**src/rtl/lfsr_pkg.sv**
```systemverilog
// rtl/lfsr_pkg.sv - shared types and constants for the LFSR sequencer
package lfsr_pkg;

    typedef enum logic [1:0] {
        OP_LOAD_SEED = 2'd0,
        OP_RUN_BURST = 2'd1,
        OP_ABORT     = 2'd2,
        OP_RSVD      = 2'd3
    } op_e;

    typedef enum logic {
        ST_IDLE = 1'b0,
        ST_RUN  = 1'b1
    } state_e;

    // x^4 + x^3 + 1, maximal length 15
    localparam logic [3:0] LFSR_TAPS         = 4'b1100;
    localparam logic [3:0] LFSR_DEFAULT_SEED = 4'b0001;

endpackage

```
**src/rtl/lfsr_core.sv**
```systemverilog
// rtl/lfsr_core.sv - bare Fibonacci shift register with load and step
module lfsr_core #(
    parameter int               WIDTH        = 4,
    parameter logic [WIDTH-1:0] TAPS         = 4'b1100,
    parameter logic [WIDTH-1:0] DEFAULT_SEED = 4'b0001
) (
    input  logic             clk,
    input  logic             reset,
    input  logic             load,
    input  logic [WIDTH-1:0] load_val,
    input  logic             step,
    output logic [WIDTH-1:0] q
);

    // Load wins over step; the register only moves on one of the two.
    always_ff @(posedge clk) begin
        if (!reset) begin
            q <= DEFAULT_SEED;
        end else if (load) begin
            q <= load_val;
        end else if (step) begin
            q <= {q[WIDTH-2:0], ^(q & TAPS)};
        end
    end

endmodule

```
**src/rtl/lfsr_seq_ctrl.sv**
```systemverilog
// rtl/lfsr_seq_ctrl.sv - command-driven burst sequencer around lfsr_core
module lfsr_seq_ctrl
    import lfsr_pkg::*;
#(
    parameter int               WIDTH        = 4,
    parameter logic [WIDTH-1:0] TAPS         = LFSR_TAPS,
    parameter logic [WIDTH-1:0] DEFAULT_SEED = LFSR_DEFAULT_SEED,
    parameter int               CNT_W        = 8
) (
    input  logic             clk,
    input  logic             reset,
    input  logic             cmd_valid,
    output logic             cmd_ready,
    input  logic [1:0]       cmd_op,
    input  logic [CNT_W-1:0] cmd_data,
    output logic             out_valid,
    input  logic             out_ready,
    output logic [WIDTH-1:0] out_data,
    output logic             busy,
    output logic             lockup_err,
    output logic [CNT_W-1:0] remaining
);

    state_e           state, state_n;
    logic [CNT_W-1:0] remaining_n;
    logic             lockup_n;
    logic             load;
    logic [WIDTH-1:0] load_val;
    logic             step;
    logic             cmd_fire;
    logic             beat;
    op_e              op;

    assign op        = op_e'(cmd_op);
    assign out_valid = (state == ST_RUN);
    assign busy      = (state == ST_RUN);
    // In RUN only an abort may be taken; everything else stalls the master.
    assign cmd_ready = (state == ST_IDLE) || (op == OP_ABORT);
    assign cmd_fire  = cmd_valid && cmd_ready;
    assign beat      = out_valid && out_ready;

    lfsr_core #(
        .WIDTH        (WIDTH),
        .TAPS         (TAPS),
        .DEFAULT_SEED (DEFAULT_SEED)
    ) u_core (
        .clk      (clk),
        .reset    (reset),
        .load     (load),
        .load_val (load_val),
        .step     (step),
        .q        (out_data)
    );

    // State, burst counter and sticky lockup flag registers.
    always_ff @(posedge clk) begin
        if (!reset) begin
            state      <= ST_IDLE;
            remaining  <= '0;
            lockup_err <= 1'b0;
        end else begin
            state      <= state_n;
            remaining  <= remaining_n;
            lockup_err <= lockup_n;
        end
    end

    // Next-state, counter update and LFSR load/step requests.
    always_comb begin
        state_n     = state;
        remaining_n = remaining;
        lockup_n    = lockup_err;
        load        = 1'b0;
        load_val    = DEFAULT_SEED;
        step        = 1'b0;
        case (state)
            ST_IDLE: begin
                if (cmd_fire) begin
                    case (op)
                        OP_LOAD_SEED: begin
                            load = 1'b1;
                            if (cmd_data[WIDTH-1:0] == '0) begin
                                // Zero would lock the LFSR; substitute and flag it.
                                load_val = DEFAULT_SEED;
                                lockup_n = 1'b1;
                            end else begin
                                load_val = cmd_data[WIDTH-1:0];
                                lockup_n = 1'b0;
                            end
                        end
                        OP_RUN_BURST: begin
                            if (cmd_data != '0) begin
                                state_n     = ST_RUN;
                                remaining_n = cmd_data;
                            end
                        end
                        default: ;
                    endcase
                end
            end
            ST_RUN: begin
                if (beat) begin
                    step = 1'b1;
                    if (remaining == CNT_W'(1)) begin
                        state_n     = ST_IDLE;
                        remaining_n = '0;
                    end else begin
                        remaining_n = remaining - CNT_W'(1);
                    end
                end
                // A same-cycle beat has already stepped the LFSR above.
                if (cmd_fire) begin
                    state_n     = ST_IDLE;
                    remaining_n = '0;
                end
            end
            default: state_n = ST_IDLE;
        endcase
    end

endmodule

```
**config.mk**
```make
export PLATFORM = sky130hd
export DESIGN_NAME = lfsr_seq_ctrl
export DESIGN_NICKNAME = d
export VERILOG_FILES = /design/src/rtl/lfsr_pkg.sv /design/src/rtl/lfsr_core.sv /design/src/rtl/lfsr_seq_ctrl.sv
export SDC_FILE = /design/constraint.sdc
export NUM_CORES = 1
export LEC_CHECK = 0
export CORE_MARGIN = 2
export CORE_UTILIZATION = 45
export CTS_CLUSTER_SIZE = 30
export DETAILED_ROUTE_END_ITERATION = 8
export GPL_TIMING_DRIVEN = 1
export MAX_ROUTING_LAYER = met4
export PLACE_DENSITY = 0.85
export SETUP_SLACK_MARGIN = 0.1
export SYNTH_ARGS = -nofsm -noshare
export SYNTH_HDL_FRONTEND = slang
export SYNTH_HIERARCHICAL = 1
export SYNTH_SLANG_ARGS = --single-unit
```
**constraint.sdc**
```tcl
create_clock -name clk -period 2.02 [get_ports clk]
set_input_delay 0.303 -clock clk [delete_from_list [all_inputs] [get_ports clk]]
set_output_delay 0.303 -clock clk [all_outputs]
set_load 0.005 [all_outputs]
```
==> results by group, run 1 <==
Floorplanning
  – Initial Util: between 40% and 50%
  – Row cnt: 16
  – I/O pin cnt: 30
  – Area of the die: 2410 sq um
  – Chip width: 49.1 microns
  – Die H: 49.1 microns
  – Core ar.: 1940 sq um

Clock network
  – Clk_lat worst skew: 0.29 ns
  – Sink Count: 14
  – # hold bufs at CTS: 0
  – H-tree depth: 1
  – Cts bufs inserted: 3
  – CTS tree: built
  – CTS clk-pin slew, worst paths: 0.09 ns
  – Post-CTS Setup Bufs: 0
  – Clock tree buffer depth: 2
  – CTS Root Cell: clkbuf_4

Detailed routing
  – ANT nets after route: 0
  – Routed WL: between 3 and 4 mm
  – Drt first pass iters: 4
  – DRC viols: 0
  – Via density per instance: 5.88
  – DRT iter0 DRCs: 40
  – DR vias: about 1100
  – Wirelength per Cell: between 15 and 20 microns

Timing
  – Fin. max-slew vios: 0
  – Worst-Margin Slew: 0.791 ns
  – Slew headroom: 46.8%
  – Clk_skew: 0.00525 ns
  – Setup violations, final: 0
  – RSZ-0062 raised after global routing: true
  – Maximum clock rate: about 0.54 GHz
  – Min Clock Period, post-route: 1.84 ns
  – Final worst-path cycle share: about 91%
  – Final hold slack: 0.510 ns
  – Fin. Hold Viols: 0

Layout
  – # diodes: 0
  – Area Growth Syn to Fin: 53.2%
  – Share of cells above drive strength 1: 19.6%
  – Cell area after layout: 1400 sq um
  – Commonest non-fill, non-tap cell in the layout: clkdlybuf4s50_1
  – Final nets: 175
  – Commonest non-fill, non-tap cells in the layout: clkdlybuf4s50_1, buf_4, dfxtp_1, nand2_1
  – Final core occ: between 70% and 80%

Yosys
  – Synth Net Count: 130
  – Synth Area per Inst: 8.02 sq um
  – Warnings, synthesis: 6
  – Leading area contributor after synthesis: dfxtp_1
  – Sequential area share after synthesis: 30.6%
  – Post-synth EDFFs: 0
  – Post-synth ARST share: 0%
  – Ys flop type: dfxtp_1
  – Top post-synthesis cells by area: dfxtp_1, a22oi_1, mux2i_1
  – Share of the synthesized area in the top cell type: a little under a third
  – Flop and latch count out of synthesis: 14
  – Distinct cell type count after synthesis: 40
  – Post-Synthesis Cells: 114
  – Cell Area, Synth: ~910 sq um

Worst setup path
  – CP Launch Type: flop
  – CP Capture Type: flop
  – Crit path required time: 2.21 ns
  – CP most frequent cell: buf_4
  – Slowest CP cell: dfxtp_1
  – Maximum fanout along the worst path: 6
  – Critical path, cell by cell: inv_2, ha_1, nor4b_4, buf_4, a211oi_2, buf_4, a22oi_1, a221oi_2
  – CP peak stage delay: 0.40 ns
  – Top delay family on crit path: compound AO/OA/AOI/OAI gates
  – Crit path kind: flop to flop
  – Buf/Inv on CP: 3
  – Crit path arrival time: 2.03 ns

Pwr
  – Pwr per Cell Area: 563 nW/um^2
  – Max VDD drop: roughly 0.46 mV
  – Static Leak: 0.557 nW

Global route
  – Met3 GRT Util: 2.76%
  – Gr usage total: 27.2%
  – Met2 usage: a little under half
  – Initial antenna violation count: 0
  – GR Layer Usage met1: about 32%
  – GR Overflow Total: 0
  – Gr busiest metal: met2
  – First-pass GRT wire length: about 4.9 mm
  – Largest net degree at the start of global routing: 12
  – Vias in the first global route: 1042

Min path
  – Hold WC Path Type: flop to flop

Flow run
  – Max-cap viol count: 0

Placement
  – Placer Congestion: roughly 0.9
  – Post-place instance area: between 1000 and 1500 sq um
  – I/O Buffers: 29
  – Placed wire-length estimate: 2.13 mm

Outcome
  – Run status: finished clean
registers in the layout, indices dropped and copies added, names as in the netlist:
signal,cells
remaining,8
lockup_err,1
busy,1
u_core/q,4
final timing paths:
check	cells past startpoint	endpoint	slack (ns)	from
setup / recovery	8	remaining[0]	0.18	remaining[1]
hold / removal	2	lockup_err	0.51	lockup_err
setup reg to reg	8	remaining[0]	0.18	remaining[1]
hold reg to reg	2	lockup_err	0.51	lockup_err
routing by layer:
metal / wire, microns / up-vias / part of all wire (%)
met5: 0 / - / 0
met4: 89 / 0 / 3.0
met3: 167 / 11 / 5.6
met2: 1560 / 55 / 52
met1: 1190 / 503 / 40
li1: - / 518 / -
kinds of logic (layout without fill, tap and decap cells):
group                      count (synthesis)  in the layout  synth area share, %
AOI/OAI and AO/OA                         39             39                 31.2
and+or+nand+nor                           40             40                 23.7
buffers and inverters                     14             58                 6.43
xor gates and xnor gates                   1              1                0.958
DFF                                       14             14                 30.6
muxes                                      4              4                 4.38
adders and majority gates                  2              2                 2.74
worst register-to-register path, delay by kind of cell (launching register included):
family	cells	cell delay, ns
buf+inv	3	0.42
fa+ha+maj	1	0.22
compound gates	3	0.58
flops	1	0.40
simple gates	1	0.14
final cells by class:
class | instances | area, sq um
fill | 163 | 541
multi-input combinational | 86 | 607
clock buffer | 4 | 36.3
tap | 27 | 33.8
timing repair buffer | 44 | 405
sequential | 14 | 282
inverter | 10 | 37.5
synth_stat cells, drive strengths merged (4+ instances only):
cell type	number
mux2i	4
and2	5
nor2	6
nand2	10
inv	9
a22oi	7
o21ai	6
dfxtp	14
nand3	4
a21oi	6
power breakdown:
part | internal (mW) | total [mW] | switching, mW | leakage, nW
Clock | 0.110 | 0.213 | 0.103 | 0.0210
Combinational | 0.143 | 0.255 | 0.112 | 0.421
Sequential | 0.294 | 0.321 | 0.0271 | 0.115
per-stage QoR:
stage	total power, mW	std cells	setup TNS [ns]	setup slack, ns
after global placement	0.553	181	0	0.0263
after detailed placement	0.561	181	-0.0223	-0.0130
after global routing	0.825	185	0	0.0830
after CTS	0.775	185	0	0.114
final	0.789	185	0	0.181
after floorplan	0.441	114	0	0.223
what timing repair did:
action                     4_1_cts  5_1_grt
setup endpoints to repair        2        5
gates resized for setup          4        6
hold endpoints to repair         0        0
No activity file was read; power rests on OpenSTA's default activity.
==> run 2: changes to the inputs <==
--- a/config.mk
+++ b/config.mk
@@ -7,2 +7,3 @@
 export LEC_CHECK = 0
+export CORE_ASPECT_RATIO = 1.1
 export CORE_MARGIN = 2
@@ -14,2 +15,3 @@
 export PLACE_DENSITY = 0.85
+export REMOVE_ABC_BUFFERS = 1
 export SETUP_SLACK_MARGIN = 0.1
--- a/constraint.sdc
+++ b/constraint.sdc
@@ -3,2 +3,2 @@
 set_output_delay 0.303 -clock clk [all_outputs]
-set_load 0.005 [all_outputs]
+set_load 0.01 [all_outputs]
==> run 2 against run 1 <==
Compared with the run above: via count up 1.2%; first-iteration DRC count is 28% lower; clock-buffer cell count is 1 lower; sequential power down 1%; worst setup slack worse by 0.0089 ns; flip-flop and latch count stayed put; register-to-register slack about the same; combinational power up 4%; total power fell by 6.1%; critical path depth is 1 lower; clock power decreased by 26%; critical endpoint is now remaining[6]; largest cell class unchanged; largest power group unchanged; highest routed layer unchanged.
==> results by group, run 2 (same netlist as run 1, synthesis figures left out) <==
Outcome
  – Run status: finished clean

Detailed routing
  – DRT iter0 DRCs: 29 (-28%)
  – Routed WL: 2.91 mm (-3.2%)
  – ANT nets after route: 0 (unchanged)
  – DRC viols: 0 (unchanged)
  – DR vias: 1100 (+1.2%)
  – Wirelength per Cell: 15.6 microns (-4.2%)
  – Drt first pass iters: 4 (unchanged)
  – Via density per instance: 5.88 (+0.11%)

Layout
  – Most flop-heavy register: remaining
  – Share of cells above drive strength 1: 20.1% (+0.51 points)
  – Largest regs: remaining: 8 flops, u_core/q: 4 flops
  – Final nets: 177 (+1.1%)
  – Area of the multi-input gates: 592 sq um (-2.5%)
  – Flip-flop count of the largest register after layout: 8 (unchanged)
  – Area Growth Syn to Fin: 52.0%
  – Commonest non-fill, non-tap cells in the layout: clkdlybuf4s50_1, buf_4, dfxtp_1, nand2_1
  – Cell area after layout: 1390 sq um (-0.80%)
  – # diodes: 0 (unchanged)
  – Filler cells: 166 (+1.8%)
  – Commonest non-fill, non-tap cell in the layout: clkdlybuf4s50_1
  – Register area: 283 sq um (+0.44%)

Worst setup path
  – Crit path kind: flop to flop
  – CP Capture Type: flop
  – CP peak stage delay: 0.48 ns (+0.08 ns)
  – Crit path arrival time: 2.07 ns (+0.04 ns)
  – Slowest CP cell: or3b_2
  – Crit path required time: 2.25 ns (+0.04 ns)
  – Maximum fanout along the worst path: 5 (-1)
  – Buf/Inv on CP: 2 (-1)
  – Path depth of the worst reg2reg path: 7 (-1)
  – CP Launch Type: flop
  – Top delay family on crit path: compound AO/OA/AOI/OAI gates
  – Critical path, cell by cell: inv_2, ha_2, or3b_2, buf_4, a211o_1, a21oi_1, o311a_1
  – Levels on crit path: 7 (-1)

Floorplanning
  – Core ar.: 1960 sq um (+0.77%)
  – Row cnt: 17 (+1)
  – Die H: 51.3 microns (+4.5%)
  – Chip width: 47.0 microns (-4.3%)
  – Area of the die: 2410 sq um (about the same)
  – Initial Util: 46.7% (-0.36 points)
  – I/O pin cnt: 30 (unchanged)

Min path
  – Hold WC Path Type: flop to flop
  – Worst hold stages: 2 (unchanged)

Clock network
  – Cts bufs inserted: 3 (unchanged)
  – CTS Root Cell: clkbuf_4
  – CTS tree: built
  – Clock tree buffer depth: 2 (unchanged)
  – Sink Count: 14 (unchanged)
  – CTS clk-pin slew, worst paths: 0.08 ns (about the same)
  – Clk_lat worst skew: 0.28 ns (about the same)
  – H-tree depth: 1 (unchanged)

Pwr
  – Int Pwr: 0.507 mW (-7.2%)
  – Max VDD drop: 0.431 mV (-6.0%)
  – Static Leak: 0.558 nW (+0.26%)
  – Switch share: 31.5% (+0.77 points)
  – Reg power frac: 42.8% (+2.1 points)
  – Combinational Power Share: 35.9% (+3.5 points)
  – Pwr per Cell Area: 533 nW/um^2 (-5.4%)
  – P_sw: 0.233 mW (-3.8%)
  – Clock power share: 21.3% (-5.7 points)

Global route
  – Initial antenna violation count: 0 (unchanged)
  – Met3 GRT Util: 4.95% (+2.2 points)
  – Gr busiest metal: met2
  – First-pass GRT wire length: 4.80 mm (-2.9%)
  – GR Layer Usage met1: 32.7% (+0.49 points)
  – GR Overflow Total: 0 (unchanged)
  – Largest net degree at the start of global routing: 12 (unchanged)
  – Met2 usage: 45.7% (-0.51 points)
  – Gr usage total: 28.6% (+1.4 points)
  – Vias in the first global route: 1093 (+4.9%)

Timing
  – Setup violations, final: 0 (unchanged)
  – Min Clock Period, post-route: 1.85 ns (+0.00894 ns)
  – Fin. max-slew vios: 0 (unchanged)
  – Fin. Hold Viols: 0 (unchanged)
  – Slew headroom: 45.2% (-1.5 points)
  – RSZ-0062 raised after global routing: false
  – Clk_skew: 0.00418 ns (-0.00107 ns)
  – Final worst-path cycle share: 91.5% (+0.44 points)
  – Final hold slack: 0.513 ns (+0.00323 ns)
  – Worst-Margin Slew: 0.814 ns (+0.0224 ns)
  – Maximum clock rate: 0.541 GHz (-0.48%)

Placement
  – I/O Buffers: 29 (unchanged)
  – Placer Congestion: 0.911 (+1.1%)
  – Placed wire-length estimate: 2.28 mm (+7.0%)
  – Post-place instance area: 1340 sq um (+0.66%)

Flow run
  – Max-cap viol count: 0 (unchanged)
==> run 2: metrics by stage <==
stage                     utilization [%]  std cells  setup TNS, ns  worst slack [ns]  power (mW)
after detailed placement             68.4        183         -0.434            -0.164       0.577
after global placement               68.4        183        -0.0611           -0.0611       0.567
after global routing                 71.0        187              0             0.107       0.782
after CTS                            69.9        186              0             0.113       0.739
after floorplan                         -        110              0             0.196       0.445
final                                71.0        187              0             0.172       0.740
==> run 2: final timing paths <==
kind | start | endpoint | slack [ns]
setup / recovery | remaining[0] | remaining[6] | 0.17
hold / removal | lockup_err | lockup_err | 0.51
setup reg to reg | remaining[0] | remaining[6] | 0.17
hold reg to reg | lockup_err | lockup_err | 0.51
==> run 2: area by class of cell <==
| cell class | instances | area share (%) |
|---|---|---|
| inverters | 10 | 2.70 |
| flip-flops and latches | 14 | 20.3 |
| multi-input cells | 86 | 42.6 |
| repair buffers | 46 | 30.2 |
| well taps | 28 | 2.52 |
| clock buffers | 3 | 1.62 |
==> run 2: power groups by stage <==
stage	clock network (mW)	logic, mW	registers (mW)
floorplan	0	0.119	0.327
global placement	0	0.248	0.320
detailed placement	0	0.256	0.321
CTS	0.164	0.260	0.315
global route	0.174	0.288	0.321
finish	0.157	0.266	0.317
==> run 2: per-layer routing <==
metal,routed length (microns),vias to the layer above
met5,0,-
met4,106,0
met3,184,12
met2,1470,57
met1,1150,515
li1,-,516
==> run 2: worst register-to-register path: stages (launching register included) <==
cell and delay [ns]:
dfxtp_2 0.35, inv_2 0.08, ha_2 0.19, or3b_2 0.48
buf_4 0.16, a211o_1 0.23, a21oi_1 0.14, o311a_1 0.17
==> run 2: timing repair <==
action                                  4_1_cts  5_1_grt
pin swaps                                     0        1
buffers inserted                              0        1
endpoints found under the setup margin        2        7
hold buffers                                  0        0
cloned                                        0        0
resized for setup                             1        8
